==> src/rtl/pipeline_hazard_sequencer_if.sv <==
// Hazard-controller bundle between the ID-stage neighbourhood and pipeline_hazard_sequencer.
// The master side drives the hazard inputs; the slave (the sequencer) returns the stall/flush controls.
interface pipeline_hazard_sequencer_if #(
  parameter int REG_W = 5
);
  logic [REG_W-1:0] idRs;
  logic [REG_W-1:0] idRt;
  logic             idUsesRt;
  logic [REG_W-1:0] exRt;
  logic             exMemRead;
  logic             idIsJump;
  logic             memJumpTaken;
  logic             memBranchTaken;
  logic             dmemReady;
  logic             memAccess;
  logic             pcWrite;
  logic             ifIdWrite;
  logic             ifIdFlush;
  logic             idExFlush;
  logic             exMemFlush;
  logic             jumpStall;
  logic             pipeHold;
  logic             jumpErr;

  modport master (
    output idRs, idRt, idUsesRt, exRt, exMemRead, idIsJump,
           memJumpTaken, memBranchTaken, dmemReady, memAccess,
    input  pcWrite, ifIdWrite, ifIdFlush, idExFlush, exMemFlush,
           jumpStall, pipeHold, jumpErr
  );

  modport slave (
    input  idRs, idRt, idUsesRt, exRt, exMemRead, idIsJump,
           memJumpTaken, memBranchTaken, dmemReady, memAccess,
    output pcWrite, ifIdWrite, ifIdFlush, idExFlush, exMemFlush,
           jumpStall, pipeHold, jumpErr
  );
endinterface

==> src/rtl/pipeline_hazard_sequencer.sv <==
// Stall/flush sequencer for the 5-stage mips32 pipeline: load-use bubbles, jump waits, branch flushes, dmem freezes.
// Optional perf counters are enabled with the macro HAZARD_PERF_COUNTERS_EN.
module pipeline_hazard_sequencer #(
  parameter int REG_W        = 5,
  parameter int JUMP_TIMEOUT = 4
`ifdef HAZARD_PERF_COUNTERS_EN
  ,
  parameter int CNT_W        = 16
`endif
) (
  input  logic                      clock,
  input  logic                      reset,
  pipeline_hazard_sequencer_if.slave bus
`ifdef HAZARD_PERF_COUNTERS_EN
  ,
  output logic [CNT_W-1:0]          loadStallCnt,
  output logic [CNT_W-1:0]          jumpStallCnt,
  output logic [CNT_W-1:0]          memWaitCnt,
  output logic [CNT_W-1:0]          flushCnt
`endif
);

  localparam int JCNT_W = $clog2(JUMP_TIMEOUT + 1);

  typedef enum logic [1:0] {
    ST_RUN       = 2'd0,
    ST_JUMP_WAIT = 2'd1,
    ST_MEM_WAIT  = 2'd2
  } state_t;

  state_t            r_state;
  state_t            w_eff_state;
  state_t            w_next_state;
  logic              r_ret_jw;
  logic              w_next_ret_jw;
  logic [JCNT_W-1:0] r_jcnt;
  logic [JCNT_W-1:0] w_next_jcnt;

  logic w_load_use;
  logic w_mem_wait;
  logic w_ev_load_use;
  logic w_ev_flush;

  logic w_pc_write;
  logic w_if_id_write;
  logic w_if_id_flush;
  logic w_id_ex_flush;
  logic w_ex_mem_flush;
  logic w_jump_stall;
  logic w_pipe_hold;
  logic w_jump_err;

  // Next-state and control decode; a released MEM_WAIT behaves as the state it interrupted.
  always_comb begin
    w_load_use = bus.exMemRead && (bus.exRt != {REG_W{1'b0}}) &&
                 ((bus.idRs == bus.exRt) || (bus.idUsesRt && (bus.idRt == bus.exRt)));
    w_mem_wait = bus.memAccess && !bus.dmemReady;

    if ((r_state == ST_MEM_WAIT) && bus.dmemReady) begin
      w_eff_state = r_ret_jw ? ST_JUMP_WAIT : ST_RUN;
    end else begin
      w_eff_state = r_state;
    end

    w_next_state   = w_eff_state;
    w_next_jcnt    = r_jcnt;
    w_next_ret_jw  = r_ret_jw;
    w_pc_write     = 1'b1;
    w_if_id_write  = 1'b1;
    w_if_id_flush  = 1'b0;
    w_id_ex_flush  = 1'b0;
    w_ex_mem_flush = 1'b0;
    w_jump_stall   = 1'b0;
    w_pipe_hold    = 1'b0;
    w_jump_err     = 1'b0;
    w_ev_load_use  = 1'b0;
    w_ev_flush     = 1'b0;

    case (w_eff_state)
      ST_MEM_WAIT: begin
        w_pipe_hold   = 1'b1;
        w_pc_write    = 1'b0;
        w_if_id_write = 1'b0;
      end
      ST_RUN: begin
        if (w_mem_wait) begin
          w_pipe_hold   = 1'b1;
          w_pc_write    = 1'b0;
          w_if_id_write = 1'b0;
          w_next_state  = ST_MEM_WAIT;
          w_next_ret_jw = 1'b0;
        end else if (bus.memBranchTaken) begin
          w_if_id_flush  = 1'b1;
          w_id_ex_flush  = 1'b1;
          w_ex_mem_flush = 1'b1;
          w_ev_flush     = 1'b1;
        end else if (bus.idIsJump) begin
          // memJumpTaken has no pending jump to resolve in RUN, so it is not examined here.
          w_pc_write   = 1'b0;
          w_jump_stall = 1'b1;
          w_next_state = ST_JUMP_WAIT;
          w_next_jcnt  = JCNT_W'(1);
        end else if (w_load_use) begin
          w_pc_write    = 1'b0;
          w_if_id_write = 1'b0;
          w_id_ex_flush = 1'b1;
          w_ev_load_use = 1'b1;
        end else begin
          w_next_state = ST_RUN;
        end
      end
      ST_JUMP_WAIT: begin
        if (w_mem_wait) begin
          w_pipe_hold   = 1'b1;
          w_pc_write    = 1'b0;
          w_if_id_write = 1'b0;
          w_next_state  = ST_MEM_WAIT;
          w_next_ret_jw = 1'b1;
        end else if (bus.memBranchTaken) begin
          w_if_id_flush  = 1'b1;
          w_id_ex_flush  = 1'b1;
          w_ex_mem_flush = 1'b1;
          w_ev_flush     = 1'b1;
          w_next_state   = ST_RUN;
          w_next_jcnt    = {JCNT_W{1'b0}};
        end else if (bus.memJumpTaken) begin
          w_if_id_flush = 1'b1;
          w_next_state  = ST_RUN;
          w_next_jcnt   = {JCNT_W{1'b0}};
        end else if (r_jcnt == JCNT_W'(JUMP_TIMEOUT)) begin
          w_jump_err   = 1'b1;
          w_next_state = ST_RUN;
          w_next_jcnt  = {JCNT_W{1'b0}};
        end else begin
          w_pc_write   = 1'b0;
          w_jump_stall = 1'b1;
          w_next_jcnt  = r_jcnt + JCNT_W'(1);
        end
      end
      default: begin
        w_next_state = ST_RUN;
        w_next_jcnt  = {JCNT_W{1'b0}};
      end
    endcase

    if (reset) begin
      w_pc_write     = 1'b1;
      w_if_id_write  = 1'b1;
      w_if_id_flush  = 1'b0;
      w_id_ex_flush  = 1'b0;
      w_ex_mem_flush = 1'b0;
      w_jump_stall   = 1'b0;
      w_pipe_hold    = 1'b0;
      w_jump_err     = 1'b0;
      w_ev_load_use  = 1'b0;
      w_ev_flush     = 1'b0;
    end else begin
      w_next_ret_jw = w_next_ret_jw;
    end
  end

  // State, jump-age counter and MEM_WAIT return point.
  always_ff @(posedge clock) begin
    if (reset) begin
      r_state  <= ST_RUN;
      r_jcnt   <= {JCNT_W{1'b0}};
      r_ret_jw <= 1'b0;
    end else begin
      r_state  <= w_next_state;
      r_jcnt   <= w_next_jcnt;
      r_ret_jw <= w_next_ret_jw;
    end
  end

  assign bus.pcWrite    = w_pc_write;
  assign bus.ifIdWrite  = w_if_id_write;
  assign bus.ifIdFlush  = w_if_id_flush;
  assign bus.idExFlush  = w_id_ex_flush;
  assign bus.exMemFlush = w_ex_mem_flush;
  assign bus.jumpStall  = w_jump_stall;
  assign bus.pipeHold   = w_pipe_hold;
  assign bus.jumpErr    = w_jump_err;

`ifdef HAZARD_PERF_COUNTERS_EN
  logic [CNT_W-1:0] r_load_stall_cnt;
  logic [CNT_W-1:0] r_jump_stall_cnt;
  logic [CNT_W-1:0] r_mem_wait_cnt;
  logic [CNT_W-1:0] r_flush_cnt;

  function automatic logic [CNT_W-1:0] sat_inc(input logic [CNT_W-1:0] v, input logic en);
    if (en && (v != {CNT_W{1'b1}})) begin
      return v + CNT_W'(1);
    end else begin
      return v;
    end
  endfunction

  // Saturating event counters.
  always_ff @(posedge clock) begin
    if (reset) begin
      r_load_stall_cnt <= {CNT_W{1'b0}};
      r_jump_stall_cnt <= {CNT_W{1'b0}};
      r_mem_wait_cnt   <= {CNT_W{1'b0}};
      r_flush_cnt      <= {CNT_W{1'b0}};
    end else begin
      r_load_stall_cnt <= sat_inc(r_load_stall_cnt, w_ev_load_use);
      r_jump_stall_cnt <= sat_inc(r_jump_stall_cnt, r_state == ST_JUMP_WAIT);
      r_mem_wait_cnt   <= sat_inc(r_mem_wait_cnt, r_state == ST_MEM_WAIT);
      r_flush_cnt      <= sat_inc(r_flush_cnt, w_ev_flush);
    end
  end

  assign loadStallCnt = r_load_stall_cnt;
  assign jumpStallCnt = r_jump_stall_cnt;
  assign memWaitCnt   = r_mem_wait_cnt;
  assign flushCnt     = r_flush_cnt;
`endif

endmodule
==> src/flat_wrapper.sv <==
// flat-port wrapper written by rule: the top's interface ports become plain ports
module pipeline_hazard_sequencer_flat 
#(
  parameter int REG_W        = 5,
  parameter int JUMP_TIMEOUT = 4

)
  (clock, reset, bus_idRs, bus_idRt, bus_idUsesRt, bus_exRt, bus_exMemRead, bus_idIsJump, bus_memJumpTaken, bus_memBranchTaken, bus_dmemReady, bus_memAccess, bus_pcWrite, bus_ifIdWrite, bus_ifIdFlush, bus_idExFlush, bus_exMemFlush, bus_jumpStall, bus_pipeHold, bus_jumpErr);
  pipeline_hazard_sequencer_if #(.REG_W(REG_W)) bus_i ();
  input  logic clock;
  input  logic reset;
  input wire logic [$bits(bus_i.idRs)-1:0] bus_idRs;
  input wire logic [$bits(bus_i.idRt)-1:0] bus_idRt;
  input wire logic [$bits(bus_i.idUsesRt)-1:0] bus_idUsesRt;
  input wire logic [$bits(bus_i.exRt)-1:0] bus_exRt;
  input wire logic [$bits(bus_i.exMemRead)-1:0] bus_exMemRead;
  input wire logic [$bits(bus_i.idIsJump)-1:0] bus_idIsJump;
  input wire logic [$bits(bus_i.memJumpTaken)-1:0] bus_memJumpTaken;
  input wire logic [$bits(bus_i.memBranchTaken)-1:0] bus_memBranchTaken;
  input wire logic [$bits(bus_i.dmemReady)-1:0] bus_dmemReady;
  input wire logic [$bits(bus_i.memAccess)-1:0] bus_memAccess;
  output wire logic [$bits(bus_i.pcWrite)-1:0] bus_pcWrite;
  output wire logic [$bits(bus_i.ifIdWrite)-1:0] bus_ifIdWrite;
  output wire logic [$bits(bus_i.ifIdFlush)-1:0] bus_ifIdFlush;
  output wire logic [$bits(bus_i.idExFlush)-1:0] bus_idExFlush;
  output wire logic [$bits(bus_i.exMemFlush)-1:0] bus_exMemFlush;
  output wire logic [$bits(bus_i.jumpStall)-1:0] bus_jumpStall;
  output wire logic [$bits(bus_i.pipeHold)-1:0] bus_pipeHold;
  output wire logic [$bits(bus_i.jumpErr)-1:0] bus_jumpErr;
  assign bus_i.idRs = bus_idRs;
  assign bus_i.idRt = bus_idRt;
  assign bus_i.idUsesRt = bus_idUsesRt;
  assign bus_i.exRt = bus_exRt;
  assign bus_i.exMemRead = bus_exMemRead;
  assign bus_i.idIsJump = bus_idIsJump;
  assign bus_i.memJumpTaken = bus_memJumpTaken;
  assign bus_i.memBranchTaken = bus_memBranchTaken;
  assign bus_i.dmemReady = bus_dmemReady;
  assign bus_i.memAccess = bus_memAccess;
  assign bus_pcWrite = bus_i.pcWrite;
  assign bus_ifIdWrite = bus_i.ifIdWrite;
  assign bus_ifIdFlush = bus_i.ifIdFlush;
  assign bus_idExFlush = bus_i.idExFlush;
  assign bus_exMemFlush = bus_i.exMemFlush;
  assign bus_jumpStall = bus_i.jumpStall;
  assign bus_pipeHold = bus_i.pipeHold;
  assign bus_jumpErr = bus_i.jumpErr;
  pipeline_hazard_sequencer #(.REG_W(REG_W), .JUMP_TIMEOUT(JUMP_TIMEOUT)) u_core (.clock(clock), .reset(reset), .bus(bus_i));
endmodule
==> config.mk <==
export PLATFORM = sky130hd
export DESIGN_NAME = pipeline_hazard_sequencer_flat
export DESIGN_NICKNAME = d
export VERILOG_FILES = /design/src/rtl/pipeline_hazard_sequencer_if.sv /design/src/rtl/pipeline_hazard_sequencer.sv /design/src/flat_wrapper.sv
export SDC_FILE = /design/constraint.sdc
export NUM_CORES = 1
export LEC_CHECK = 0
export CAP_MARGIN = 20
export CORE_MARGIN = 3
export CORE_UTILIZATION = 45
export CTS_BUF_LIST = sky130_fd_sc_hd__clkbuf_16
export DETAILED_ROUTE_END_ITERATION = 10
export GPL_ROUTABILITY_DRIVEN = 0
export PLACE_DENSITY = 0.87
export SLEW_MARGIN = 15
export SYNTH_ARGS = -nofsm -noshare
export SYNTH_HDL_FRONTEND = slang
export SYNTH_SLANG_ARGS = --single-unit
==> constraint.sdc <==
create_clock -name clock -period 3.96 [get_ports clock]
set_input_delay 0.792 -clock clock [delete_from_list [all_inputs] [get_ports clock]]
set_output_delay 0.792 -clock clock [all_outputs]
set_load 0.01 [all_outputs]
* Word-level counts from Yosys, hierarchy flattened
Cells that the tools add are included. W data, S select, Z words.
Operators by class: $add $sub $neg 1, multiply operators 0, div/mod/pow operators 0, $lt $le $gt $ge 0, equal/unequal tests 12, shifts and indexed selects 0, mux-type cells 70, bitwise operators 1, reduce and logical (&&, ||, !) cells 13
Operators by type and width (number):
- $mux W1 | 45
- $mux W3 | 7
- $mux W2 | 9
- $eq A5 B5 Y1 | 2
- $pmux W1 S2 | 5
- $pmux W3 S3 | 1
- $ne A2 B2 Y1 const B | 4
- $pmux W1 S3 | 2
- $pmux W2 S3 | 1
- $logic_and A1 B1 Y1 | 5
- $reduce_and A5 Y1 | 1
- $reduce_bool A5 Y1 | 1
- $eq A2 B2 Y1 const B | 2
- $ne A2 B1 Y1 const B | 2
- $add A3 B1 Y3 const B | 1
- $eq A3 B3 Y1 const B | 1
- $reduce_and A3 Y1 | 1
- $eq A2 B1 Y1 const B | 1
- $logic_not A2 Y1 | 1
- $reduce_bool A2 Y1 | 1
- $reduce_or A2 Y1 | 1
- $logic_not A1 Y1 | 1
- $logic_or A1 B1 Y1 | 1
- $not A1 Y1 | 1
Word-level totals: register bits 6, bits in latches 0, bits in writable memories 0, memory bits (read-only) 0, memories 0

* Depth between registers and ports, before layout
depth after elaboration 10, gate-level depth with buffers 6, mapped depth without buffers 6

* Worst setup path after synthesis
Ideal clock, no wire load.
path kind input to output, from input bus_exRt[0], to output bus_pcWrite, arrival time 1.860 ns, data required time 3.168 ns, setup slack 1.308 ns, cell stages on the path 4, path through or4_1 o21a_1 nor4b_4 a21oi_1
Between the ends: cells in the longest elaborated chain, start to end 10, elaborated cells on any way between the ends 13, those cells by class eq/ne: 2; mux: 6; reduce/logical: 5
Ends and longest elaborated chain:
- start: declaration | line flat_wrapper.sv:15 | input wire logic [$bits(bus_i.exRt)-1:0] bus_exRt;
- $eq A5 B5 Y1 | line pipeline_hazard_sequencer.sv:56 | ((bus.idRs == bus.exRt) || (bus.idUsesRt && (bus.idRt == bus.exRt)));
- $logic_and A1 B1 Y1 | line pipeline_hazard_sequencer.sv:56
- $logic_or A1 B1 Y1 | line pipeline_hazard_sequencer.sv:56
- $logic_and A1 B1 Y1 * | line pipeline_hazard_sequencer.sv:55 | w_load_use = bus.exMemRead && (bus.exRt != {REG_W{1'b0}}) &&
- $mux W1 * | line pipeline_hazard_sequencer.sv:103 | end else if (w_load_use) begin
- $mux W1 * | line pipeline_hazard_sequencer.sv:97 | end else if (bus.idIsJump) begin
- $mux W1 * | line pipeline_hazard_sequencer.sv:92 | end else if (bus.memBranchTaken) begin
- $mux W1 * | line pipeline_hazard_sequencer.sv:86 | if (w_mem_wait) begin
- $pmux W1 S3 * | line pipeline_hazard_sequencer.sv:79 | case (w_eff_state)
- $mux W1 * | line pipeline_hazard_sequencer.sv:146 | if (reset) begin
- end: declaration | line flat_wrapper.sv:22 | output wire logic [$bits(bus_i.pcWrite)-1:0] bus_pcWrite;
Every way passes the cells marked *; elsewhere a longest branch is shown, timed or not.

* Final worst setup path
Same ends and word-level chain as after synthesis.

==> impl_metrics.json <==
{
  "r2r-end": "u_core.r_jcnt[2]$_SDFFE_PP0P_",
  "antenna_found_initial": 0,
  "cts_resized": 0,
  "r2r_cells": 5,
  "tns_ps": 0,
  "ctsHoldBuffers": 0,
  "clkPwrFrac_pct": 49.7,
  "sw_frac_of_total_pct": 23.6,
  "crit_path_cell_trace": "clkdlybuf4s50_1 -> or4_1 -> o21a_1 -> nor4b_4 -> a21oi_1 -> clkdlybuf4s50_1",
  "final_cells": 146,
  "powerDensity_nw_per_um2": 275,
  "numClockSinks": 6,
  "p_leak_nw": 0.404,
  "vias_per_cell": 6.37,
  "cp.arrival_ps": 2850,
  "min_to": "u_core.r_jcnt[1]$_SDFFE_PP0P_",
  "drt-initial-drc-count": 14,
  "synth_largest_type_area_fraction_pct": 15.5,
  "wl_per_cell_um": 16.1,
  "fin_util_pct": 73.8,
  "routed_wl_mm": 2.35,
  "switchingPower_w": 0.0000746,
  "numCtsBuffers": 3,
  "synthesis.area_um2": 773,
  "grt_max_degree": 17,
  "clockBufferDepth": 2,
  "start_util_pct": 49.6,
  "cts_tree": "done",
  "cp_top_family": "buffers and inverters",
  "setup_viol": 0,
  "die_x_um": 47.5,
  "worst_pin_slew_ps": 557,
  "setup_ws_ps": 320,
  "slowest_delay_ps": 550,
  "r2r_slack_ps": 2220,
  "numPortBuffers": 31,
  "min_period_ps": 3640,
  "insertion_delay_ps": 220,
  "slew_headroom_pct": 62.8,
  "drive_gt1_share_pct": 6.92,
  "rows": 14,
  "synthTopCellsByArea": "dfxtp_1, xnor2_1, a21oi_1",
  "hold_path.class": "reg2reg",
  "dieArea_um2": 2250,
  "antenna_left": 0,
  "seqPwrFrac_pct": 21.5,
  "synth_edf_count": 0,
  "finalHoldViolCount": 0,
  "synth_area_per_cell_um2": 7.73,
  "cts-root-buf": "clkbuf_16",
  "synthArstFlopShare_pct": 0,
  "grt_overflow": 0,
  "synth-warning-count": 0,
  "required_ps": 3170,
  "place_inst": 143,
  "die_h_um": 47.5,
  "finClkSkew_ps": 0.352,
  "p_int_w": 0.000242,
  "synth_cells": 100,
  "power_w": 0.000317,
  "synth_nets": 126,
  "yosysSeqAreaShare_pct": 15.5,
  "fin_nets": 158,
  "fmax_mhz": 275,
  "rsz0062_at_grt": "no",
  "layout_common_cells": "clkdlybuf4s50_1, xnor2_1, a21oi_1",
  "num_io_pins": 32,
  "path_clk_slew_ps": 30,
  "grt_first_pass_wirelength_mm": 3.55,
  "regToRegStartpoint": "u_core.r_state[1]$_SDFF_PP0_",
  "synth_top_area_cell": "dfxtp_1",
  "netlist-cell-type-count": 38,
  "grt_pass1_vias": 897,
  "vias": 930,
  "start_kind": "primary input",
  "coreArea_um2": 1560,
  "criticalPathCategory": "in2out",
  "cap_violations": 0,
  "crit_path_max_fanout": 3,
  "ys_ff_latch": 6,
  "dp_hpwl_mm": 1.76,
  "drc": 0,
  "final_common_cell": "clkdlybuf4s50_1",
  "pre_cts_ws_ps": 313,
  "endpoint_kind": "primary output",
  "first_pass_iters": 4,
  "ys.flop_type": "dfxtp_1",
  "cp_common_cell": "clkdlybuf4s50_1",
  "status": "finished, final reports clean",
  "diodes": 0,
  "post_cts_buffers": 0,
  "drv_slew": 0,
  "holdCritStartpoint": "u_core.r_jcnt[1]$_SDFFE_PP0P_",
  "grt_use_total_pct": 22.1,
  "cpMaxStageDelayCell": "or4_1",
  "post-route-period-util_pct": 91.9,
  "cts_htree_levels": 1,
  "syn2layout_area_growth_pct": 48.9,
  "holdPathStages": 2,
  "ir_drop_mv": 0.318,
  "p_comb_share_pct": 28.8,
  "cp_num_buf_inv": 2
}
-- power groups by stage --
stage | Combinational, W | Sequential, W | Clock, W
2_1_floorplan | 0.0000515 | 0.0000657 | 0
3_3_place_gp | 0.0000878 | 0.0000684 | 0
3_5_place_dp | 0.0000900 | 0.0000685 | 0
4_1_cts | 0.0000911 | 0.0000677 | 0.000161
5_1_grt | 0.0000987 | 0.0000683 | 0.000166
6_report | 0.0000911 | 0.0000680 | 0.000157
-- worst max path at each step --
stage,cells after the start,from,slack [ps],to
after floorplan,4,bus_exRt[0],1310,bus_pcWrite
after global placement,6,bus_exRt[2],350,bus_pcWrite
after detailed placement,6,bus_exRt[0],310,bus_pcWrite
after CTS,6,bus_exRt[0],310,bus_pcWrite
after global routing,6,bus_dmemReady,190,bus_pcWrite
final,6,bus_exRt[0],320,bus_pcWrite
-- Yosys cell counts, drive strengths merged, types with 2 or more instances --
cell and number:
nand4 4, a21o 2, nand2 6, nand2b 7
inv 6, buf 3, o41ai 3, a211oi 7
nor2 3, o31ai 2, dfxtp 6, a211o 2
ha 2, clkbuf 2, nor2b 3, xnor2 10
a21oi 9, nor3 4, nand3 3
-- layout make-up --
cell class | count | area (µm²)
Clock buffer | 3 | 75.1
Fill cell | 119 | 408
Inverter | 6 | 22.5
Multi-Input combinational cell | 83 | 596
Sequential cell | 6 | 120
Tap cell | 16 | 20.0
Timing Repair Buffer | 32 | 318
-- per-stage QoR --
stage / instance area [µm²] / hold slack, ps
final: 1150 / 501
after global routing: 1150 / 545
after CTS: 1150 / 503
after detailed placement: 1080 / 487
after global placement: 1080 / 494
after floorplan: 773 / 461
-- kinds of logic (layout without fill, tap and decap cells) --
kind of cell / after synthesis / after routing / synth area share (%)
AOI/OAI and AO/OA: 36 / 36 / 35.4
and+or+nand+nor: 35 / 35 / 27.0
buffers and inverters: 11 / 41 / 7.44
xor gates and xnor gates: 10 / 10 / 11.3
DFF: 6 / 6 / 15.5
adders and majority gates: 2 / 2 / 3.24
-- tightest hold or removal path: cells and delay by family (launching register included) --
| kind | cells | cell delay [ps] |
|---|---|---|
| compound gates | 2 | 130 |
| flops | 1 | 310 |
-- flip-flops by register name (all words and copies together), names as in the netlist --
register and flops:
u_core.r_jcnt 3, u_core.r_ret_jw 1, u_core.r_state 2
-- routing by layer --
metal | routed length [µm] | vias up | track usage (%)
li1 | - | 445 | -
met1 | 890 | 427 | 22.9
met3 | 280 | 4 | 5.26
met2 | 1150 | 54 | 40.4
met5 | 0 | - | 0
met4 | 31 | 0 | 12.2
Power figures use the tool's default switching activity.
